**config.mk**
```make
export PLATFORM = sky130hd
export DESIGN_NAME = pipe_stage_skid
export DESIGN_NICKNAME = d
export VERILOG_FILES = /design/src/rtl/pipe_pkg.sv /design/src/rtl/pipe_reg_en.sv /design/src/rtl/pipe_stage_skid.sv
export SDC_FILE = /design/constraint.sdc
export NUM_CORES = 1
export LEC_CHECK = 0
export CORE_MARGIN = 5
export CORE_UTILIZATION = 30
export CTS_BUF_LIST = sky130_fd_sc_hd__clkbuf_8
export DETAILED_ROUTE_END_ITERATION = 8
export PLACE_DENSITY = 0.57
export SETUP_SLACK_MARGIN = 0.2
export SLEW_MARGIN = 15
export SYNTH_ARGS = -nofsm -noshare
export SYNTH_HDL_FRONTEND = slang
export SYNTH_SLANG_ARGS = --single-unit
```
**constraint.sdc**
```tcl
create_clock -name clk -period 2.13 [get_ports clk]
set_input_delay 0.213 -clock clk [delete_from_list [all_inputs] [get_ports clk]]
set_output_delay 0.213 -clock clk [all_outputs]
set_load 0.02 [all_outputs]
```
**src/rtl/pipe_pkg.sv**
```systemverilog
// Shared constants for pipeline stage registers: FSM state encodings and
// the packed bundle widths used at each inter-stage boundary.
package pipe_pkg;

  localparam logic [1:0] ST_EMPTY = 2'b00;
  localparam logic [1:0] ST_FULL  = 2'b01;
  localparam logic [1:0] ST_SKID  = 2'b10;

  localparam int IF_ID_W  = 96;
  localparam int ID_EX_W  = 128;
  localparam int EX_MEM_W = 96;
  localparam int MEM_WB_W = 64;

endpackage

```
**src/rtl/pipe_reg_en.sv**
```systemverilog
// Enable-and-load register with synchronous reset to a fixed value.
module pipe_reg_en #(
  parameter int               WIDTH   = 64,
  parameter logic [WIDTH-1:0] RST_VAL = '0
) (
  input  logic             clk,
  input  logic             rst,
  input  logic             en,
  input  logic [WIDTH-1:0] d,
  output logic [WIDTH-1:0] q
);

  always_ff @(posedge clk) begin
    if (rst) begin
      q <= RST_VAL;
    end else if (en) begin
      q <= d;
    end
  end

endmodule

```
**src/rtl/pipe_stage_skid.sv**
```systemverilog
// Pipeline stage register with valid bit, OR-reduced stall, flush-to-bubble,
// a one-entry skid buffer keeping in_ready registered, and a stall counter.
module pipe_stage_skid
  import pipe_pkg::*;
#(
  parameter int               WIDTH     = 64,
  parameter logic [WIDTH-1:0] NOP_VAL   = {WIDTH{1'b0}},
  parameter int               NUM_STALL = 2,
  parameter int               CNT_W     = 16
) (
  input  logic                 clk,
  input  logic                 rst,
  input  logic                 in_valid,
  input  logic [WIDTH-1:0]     in_data,
  output logic                 in_ready,
  input  logic [NUM_STALL-1:0] stall_in,
  input  logic                 flush,
  output logic                 out_valid,
  output logic [WIDTH-1:0]     out_data,
  output logic [CNT_W-1:0]     stall_cnt
);

  localparam logic [CNT_W-1:0] CNT_MAX = '1;

  logic [1:0]       state_q, state_d;
  logic             ready_q, valid_q;
  logic [CNT_W-1:0] cnt_q, cnt_d;
  logic             main_en, skid_en;
  logic [WIDTH-1:0] main_d, skid_d, skid_q;
  logic             hold, accept;

  assign hold   = |stall_in;
  assign accept = in_valid & ready_q;

  always_comb begin
    state_d = state_q;
    main_en = 1'b0;
    main_d  = in_data;
    skid_en = 1'b0;
    skid_d  = in_data;
    if (flush) begin
      state_d = ST_EMPTY;
      main_en = 1'b1;
      main_d  = NOP_VAL;
      skid_en = 1'b1;
      skid_d  = NOP_VAL;
    end else begin
      case (state_q)
        // A bubble may always be overwritten, even while held.
        ST_EMPTY: begin
          if (accept) begin
            main_en = 1'b1;
            state_d = ST_FULL;
          end
        end
        ST_FULL: begin
          if (!hold) begin
            main_en = 1'b1;
            if (!accept) begin
              main_d  = NOP_VAL;
              state_d = ST_EMPTY;
            end
          end else if (accept) begin
            skid_en = 1'b1;
            state_d = ST_SKID;
          end
        end
        ST_SKID: begin
          if (!hold) begin
            main_en = 1'b1;
            main_d  = skid_q;
            skid_en = 1'b1;
            skid_d  = NOP_VAL;
            state_d = ST_FULL;
          end
        end
        default: begin
          state_d = ST_EMPTY;
          main_en = 1'b1;
          main_d  = NOP_VAL;
          skid_en = 1'b1;
          skid_d  = NOP_VAL;
        end
      endcase
    end
  end

  always_comb begin
    cnt_d = cnt_q;
    if (hold && valid_q && !flush && (cnt_q != CNT_MAX)) begin
      cnt_d = cnt_q + 1'b1;
    end
  end

  // Ready and valid are flopped from next state so neither has a
  // combinational path from stall_in.
  always_ff @(posedge clk) begin
    if (rst) begin
      state_q <= ST_EMPTY;
      ready_q <= 1'b1;
      valid_q <= 1'b0;
      cnt_q   <= '0;
    end else begin
      state_q <= state_d;
      ready_q <= (state_d != ST_SKID);
      valid_q <= (state_d != ST_EMPTY);
      cnt_q   <= cnt_d;
    end
  end

  pipe_reg_en #(.WIDTH(WIDTH), .RST_VAL(NOP_VAL)) u_main (
    .clk (clk),
    .rst (rst),
    .en  (main_en),
    .d   (main_d),
    .q   (out_data)
  );

  pipe_reg_en #(.WIDTH(WIDTH), .RST_VAL(NOP_VAL)) u_skid (
    .clk (clk),
    .rst (rst),
    .en  (skid_en),
    .d   (skid_d),
    .q   (skid_q)
  );

  assign in_ready  = ready_q;
  assign out_valid = valid_q;
  assign stall_cnt = cnt_q;

endmodule

```
-- Word level (Yosys, flattened, before mapping)
Index checks and enable logic that the tools add are counted.
- latch bits: 0
- output and inout port bits: 82
- RAM bits: 0
- bits in registers: 148
- bits of input ports: 70
- logic and storage cells: 43
- bits in read-only memories: 0
- memories: 0
- multiplexer cells: 22
- $mul: 0
- $lt $le $gt $ge: 0
- div/mod/pow operators: 0
- reduce and logical (&&, ||, !) cells: 9
- add/subtract/negate cells: 1
- shift operators: 0
- bitwise gates (word level): 1
- eq/ne operators: 4
- operators by type and width (kind ; count):
    64-bit two-way mux ; 6
    64-bit case mux with 3 select lines ; 1
    64-bit case mux with 2 select lines ; 1
    16-bit by 1-bit adder with 16-bit output (second input constant) ; 1
    16-bit inequality test (second input constant) ; 1
    2-bit two-way mux ; 6
    2-bit case mux with 3 select lines ; 1
    2-bit OR reduction ; 3
    1-bit two-way mux ; 5
    1-bit logical AND ; 3
    1-bit case mux with 3 select lines ; 1
    2-bit by 1-bit == test with 1-bit output (second input constant) ; 1
    2-bit == test (second input constant) ; 1
    2-bit zero test ; 1
    2-bit inequality test (second input constant) ; 1
    1-bit case mux with 2 select lines ; 1
    2-bit nonzero test ; 1
    1-bit AND ; 1
    1-bit zero test ; 1

-- Logic depth before layout (Yosys ltp)
Gate-level depths: netlist of the first run.
- word-level depth: 6
- depth in mapped cells: 8
- depth with buffers taken out: 7

-- Cells and area by module
A second synthesis of the first run with hierarchy kept.
- cells, all modules: 710
- area total of the unflattened synthesis: 6962.9 um^2
- by module, submodules not included (module ; sequential area each (um^2) ; cells each ; area each (um^2) ; times used):
    pipe_reg_en ; 1281.2 ; 206 ; 2290.9 ; 2
    pipe_stage_skid ; 400.4 ; 298 ; 2381.0 ; 1

-- Worst setup path after synthesis of the first run
OpenSTA, ideal clock, no wires.
- path kind: register -> register
- start point: reg state_q[0]
- end point: reg u_skid.q[53]
- library setup time: 0.066 ns
- required time: 2.064 ns
- cell stages (with the launch flop): 9
- path buffers: 1
- clock period less this slack: 1.995 ns
- arrival time: 1.929 ns
- setup slack: 0.135 ns
- cell sequence: dfxtp_1 -> inv_1 -> ha_1 -> or3b_1 -> o22a_1 -> nor3_4 -> buf_6 -> a22oi_2 -> nor2_2
- word-level cells in the longest chain between the ends: 4
- elaborated cells on any way between the ends: 8
- those cells by class: eq/ne: 2; mux: 4; reduce/logical: 2
- RTL lines (element ; line ; source):
    start, declared ; pipe_stage_skid.sv:25 ; logic [1:0] state_q, state_d;
    start signal, assigned ; pipe_stage_skid.sv:104 ; state_q <= state_d;
    2-bit by 1-bit == test with 1-bit output or 2-bit zero test (tied branches) ; pipe_stage_skid.sv:48 ; case (state_q)
    2-bit OR reduction (no source line) ; -- ;
    64-bit case mux with 2 select lines ; pipe_stage_skid.sv:48 ;
    64-bit two-way mux ; pipe_stage_skid.sv:41 ; if (flush) begin
    end signal, assigned ; pipe_reg_en.sv:15 ; q <= RST_VAL;
    end signal, assigned ; pipe_reg_en.sv:17 ; q <= d;
    end, declared ; pipe_reg_en.sv:10 ; output logic [WIDTH-1:0] q
Parallel ways exist; a longest one is shown, timed or not.
A chain may end at the register's enable or synchronous reset.

-- Worst setup path after layout of the first run
- start point: reg state_q[0]
- end point: reg u_skid.q[37]
The elaborated chain is that of the path after synthesis.

==> flow_summary.ini, run 1 <==
[cts]
cts_root_buffer = clkbuf_8
cts_buffers = 17
clk_pin_slew_ns = 0.08
cts_max_level = 4
cts_hold_buf = 0
cts_buffer_depth = 2
cts_tree = yes
insertion_delay_ns = 0.44
cts_sinks = 148

[logic_synthesis]
syn_area_mm2 = 0.006015
synthCells = 552
synth.area.top_cells = dfxtp_1 (49%), a22oi_2 (12%), a222oi_1 (11%)
synth_top_area_share_pct = 49.26
syn_area_per_cell_um2 = 10.90
ys_ff_latch = 148
synth_warnings = 0
ys_seq_area_share_pct = 49.26
yosysTopAreaCell = dfxtp_1
syn_nets = 627
ys_types = 48

[worst_setup_path]
worstPathArrival_ns = 2.33
max_stage_delay_ns = 0.38
path_common_cell = buf_6
critical_path.cell_chain = inv_4, ha_4, or3b_4, o22a_1, nor3_4, buf_6, buf_16, buf_6, a22oi_2, nor2_2
cp_top_family = simple AND/OR/NAND/NOR gates
cp_max_fo = 7
path_class = reg -> reg
critPathRequiredTime_ns = 2.50
rrSetupSlack_ns = 0.17
critPathBufInv = 4
worstSetupStartpointType = flop
critPathSlowestCell = or3b_4
worstSetupEndpointType = flop

[placement]
globalplace.congestion = 0.7856
post_dp_cell_area_mm2 = 0.008005
portBuffers = 151
dp_slack_ns = -0.08969
hpwl_um = 11160
dp.cells = 961

[floorplan]
start_util_pct = 30.70
core_mm2 = 0.01959
die_w_um = 151.6
die_h_um = 151.6
ios = 152
rows = 51
dieArea_mm2 = 0.02298

[cells_and_area]
area_growth_pct = 49.89
final_cell_mix = clkdlybuf4s50_1 (150), dfxtp_1 (143), inv_1 (68)
drive_gt1_share_pct = 32.62
stdcell_count = 1016
finalNetCount = 813
final_area_mm2 = 0.009015
multi_input_area_mm2 = 0.002658
mostFrequentLayoutCell = clkdlybuf4s50_1
layout.area.seq_mm2 = 0.002977
diodes = 0
utilization_pct = 46.02
fillers = 1805

[global_route]
grt-ovfl-total = 0
grt_use_total_pct = 15.65
antenna_found_initial = 0
grt_pass1_wl_um = 28110
grt_pass1_vias = 5199
grt_max_degree = 48

[min_path]
min_path_type = in -> reg

[sta]
slew_violations = 0
rsz0062_at_grt = yes
fin_crit_ns = 1.965
maxSlewHeadroom_pct = 46.73
fin_ws_ns = 0.1651
min_period_over_period_pct = 92.25
hold_viol = 0
fin_skew_ns = 0.008393
setup_viol = 0
worstMarginPinSlew_ns = 0.7990
max_freq_mhz = 508.9

[routing]
drt_iter0_markers = 517
firstDrtPassIters = 5
wl_um = 18840
via_count = 5147
routed_via_density = 5.066
postRouteAntennaNets = 0
drc_errors = 0
wire_per_inst_um = 18.54

[pwr]
power_density_mw_per_mm2 = 659.5
vdd_drop_max_mv = 0.4699
p_leak_uw = 0.003493

[job]
maxCapViolCount = 0

[run_status]
status = finished clean
## kinds of logic (layout without fill, tap and decap cells)
kind of cell	after synthesis	after routing	synth area share (%)
flip-flops	148	148	49.26
AO/OA/AOI/OAI	145	145	26.13
AND/OR/NAND/NOR	130	130	12.84
buffers and inverters	110	309	8.633
XOR/XNOR	12	12	1.747
adder cells (fa/ha/maj)	5	5	1.040
multiplexers	2	2	0.3536
## stage by stage
step	power, uW	hold WS [ns]	TNS (ns)
global placement	3532	0.4489	-1.025
global route	6197	0.2127	0
detailed placement	3538	0.4456	-5.094
floorplan	3191	0.3182	0
finish	5945	0.2251	0
CTS	6020	0.1926	0
## cells in the mapped netlist (all sizes together)
| library cell | count |
|---|---|
| or4b | 1 |
| o22a | 1 |
| o22ai | 1 |
| ha | 5 |
| o311ai | 1 |
| a22oi | 64 |
| a31oi | 1 |
| nand2 | 9 |
| nand3 | 6 |
| a211oi | 1 |
| o41ai | 1 |
| a31o | 1 |
| xnor2 | 11 |
| nor4 | 4 |
| inv | 69 |
| mux2 | 1 |
| nor4b | 1 |
| or4 | 1 |
| nor3 | 7 |
| or3 | 1 |
| and4 | 1 |
| nand4 | 4 |
| dfxtp | 148 |
| clkbuf | 16 |
| mux2i | 1 |
| a222oi | 64 |
| a21oi | 4 |
| a311oi | 2 |
| and3 | 2 |
| nor2 | 86 |
| a2111oi | 1 |
| buf | 25 |
| nand2b | 2 |
| o21ai | 2 |
| nor3b | 1 |
| or3b | 1 |
| nor2b | 1 |
| o31ai | 1 |
| xor2 | 1 |
| or2 | 2 |
## path summary, 6_finish.rpt
path / to / from / depth (start not counted)
worst max-delay path: u_skid.q[37] / state_q[0] / 10
worst min-delay path: state_q[0] / rst / 4
worst max register to register: u_skid.q[37] / state_q[0] / 10
worst min register to register: u_main.q[50] / u_main.q[50] / 2
## metal layers
layer / vias up / track usage (%) / wire [um]
met2: 190 / 26.25 / 8936
met3: 18 / 3.748 / 1321
li1: 2425 / - / -
met5: - / 0 / 0
met1: 2514 / 20.01 / 8346
met4: 0 / 4.672 / 230
## power by group
| part | switching (uW) | total (uW) | internal (uW) |
|---|---|---|---|
| sequential | 37.7 | 2860 | 2820 |
| combinational | 347 | 680 | 334 |
| clock | 1070 | 2410 | 1340 |
## final cells by class
class / count / share of cell area [%]
multi-input cells: 294 / 29.48
flip-flops and latches: 148 / 33.02
repair buffers: 208 / 26.00
well taps: 265 / 3.678
inverters: 69 / 2.901
clock buffers: 19 / 2.901
clock inverters: 13 / 2.026
## state kept, by name, indices dropped and copies added (netlist names)
signal	flops
u_main.q	64
u_skid.q	64
stall_cnt	16
state_q	2
in_ready	1
out_valid	1
## tightest hold or removal path, delay by kind of cell
| family | cells | cell delay [ns] |
|---|---|---|
| buffers and inverters | 2 | 0.22 |
| AND/OR/NAND/NOR | 2 | 0.19 |
## what timing repair did
item | CTS | global route
setup endpoints to repair | 97 | 123
buffers inserted | 6 | 4
resized for setup | 18 | 22
pin swaps | 5 | 8
cloned | 5 | 8
Power figures use the tool's default switching activity.
==> run 2, diff against run 1 <==
--- a/config.mk
+++ b/config.mk
@@ -9,9 +9,8 @@
 export CORE_UTILIZATION = 30
 export CTS_BUF_LIST = sky130_fd_sc_hd__clkbuf_8
 export DETAILED_ROUTE_END_ITERATION = 8
-export PLACE_DENSITY = 0.57
+export PLACE_DENSITY = 0.55
 export SETUP_SLACK_MARGIN = 0.2
-export SLEW_MARGIN = 15
 export SYNTH_ARGS = -nofsm -noshare
 export SYNTH_HDL_FRONTEND = slang
 export SYNTH_SLANG_ARGS = --single-unit
==> constraint.sdc (replaced) <==
create_clock -name clk -period 2.5 [get_ports clk]
set_input_delay 0.25 -clock clk [delete_from_list [all_inputs] [get_ports clk]]
set_output_delay 0.25 -clock clk [all_outputs]
set_load 0.02 [all_outputs]
==> flow_summary.ini, run 2 (synthesized netlist as in run 1, its figures left out) <==
[worst_setup_path]
r2r_cells = 7
crit_start = state_q[0]
r2r-start = state_q[0]
worstPathArrival_ns = 2.58
r2r-end = u_main.q[23]
worstSetupEndpointType = flop
cp_max_fo = 26
rrSetupSlack_ns = 0.31
critPathRequiredTime_ns = 2.88
path_class = reg -> reg
worstSetupStartpointType = flop
crit_path_end = u_main.q[23]

[cts]
cts_root_buffer = clkbuf_8
cts_sinks = 148
cts_hold_buf = 0
cts_buffers = 17
cts_max_level = 4
cts_buffer_depth = 2
clk_pin_slew_ns = 0.08
insertion_delay_ns = 0.43
cts_tree = yes

[sta]
max_freq_mhz = 456.0
holdWs_ns = 0.3287
fin_crit_ns = 2.193
rsz0062_at_grt = no
min_period_over_period_pct = 87.72
fin_skew_ns = 0.008689
hold_viol = 0
maxSlewHeadroom_pct = 49.18
slew_violations = 0
tns_ns = 0
worstMarginPinSlew_ns = 0.7622
setup_viol = 0

[cells_and_area]
drive_gt1_share_pct = 25.95
diodes = 0
area_growth_pct = 37.20
finalNetCount = 772
final_cell_mix = clkdlybuf4s50_1 (150), dfxtp_1 (148), inv_1 (70)
mostFrequentLayoutCell = clkdlybuf4s50_1
final_area_mm2 = 0.008252

[routing]
via_count = 4896
firstDrtPassIters = 8
wire_per_inst_um = 16.70
routed_via_density = 5.027
drt_iter0_markers = 435
wl_um = 16260
drc_errors = 0
postRouteAntennaNets = 0

[pwr]
vdd_drop_max_mv = 0.2648
p_leak_uw = 0.003140
power_density_mw_per_mm2 = 588.8

[global_route]
grt_use_total_pct = 14.24
grt-ovfl-total = 0
grt_pass1_wl_um = 26190
grt_max_degree = 54
grt_pass1_vias = 5105
antenna_found_initial = 1

[min_path]
min_path_type = in -> reg
min_path_cells = 3

[placement]
hpwl_um = 10800
post_dp_cell_area_mm2 = 0.007818
globalplace.congestion = 0.7638
portBuffers = 151

[floorplan]
die_w_um = 151.6
dieArea_mm2 = 0.02298
rows = 51
core_mm2 = 0.01959
start_util_pct = 30.70
die_h_um = 151.6
ios = 152

[run_status]
status = finished clean

[job]
maxCapViolCount = 0
run 2: cell count changes in the layout (fill, tap and decap cells not counted), moves of 5 or more:
cell       delta
buf_4        -16
buf_6         -9
clkbuf_16     -6
buf_12        -5
dfxtp_1       +5
run 2: final cells by class:
cell class	count	area (um^2)
fillers	1866	11340
flip-flops and latches	148	2963
multi-input cells	294	2560
repair buffers	167	1729
well taps	265	331.6
inverters	69	259.0
clock buffers	18	247.7
clock inverters	13	161.4
run 2: through the flow:
step	worst slack, ns	instances	utilization (%)	power [uW]
floorplan	0.5051	552	-	2717
global route	0.1959	974	42.12	5090
detailed placement	0.1411	942	39.91	3000
global placement	0.1779	942	39.91	2993
CTS	0.2203	973	41.99	4952
finish	0.3069	974	42.12	4858
run 2: critical path: stages, from the launching register on:
cell and delay (ns):
dfxtp_1 0.35, ha_1 0.29, or3_1 0.52, nand2b_1 0.24
a21oi_4 0.17, buf_4 0.34, a222oi_1 0.15, inv_1 0.08
run 2: per-layer routing:
| layer | share of wire, % | track usage (%) |
|---|---|---|
| met2 | 48 | 24.07 |
| met3 | 6.9 | 4.283 |
| met5 | 0.080 | 0 |
| met4 | 0.95 | 4.627 |
| met1 | 44 | 17.37 |
run 2: power breakdown:
part | switching, uW | internal (uW)
registers | 31.4 | 2400
logic | 271 | 236
clock network | 909 | 1010
run 2: worst min path at each step:
stage,start,endpoint,slack [ns]
4_1_cts,rst,state_q[0],0.27
3_3_place_gp,u_main.q[48],u_main.q[48],0.45
2_1_floorplan,flush,in_ready,0.36
5_1_grt,rst,state_q[0],0.32
3_5_place_dp,u_main.q[39],u_main.q[39],0.45
6_report,rst,state_q[0],0.33
run 2: repair_timing:
item                       CTS  global route
buffers inserted             0             1
gates resized for setup      0             2
setup endpoints to repair    0            62
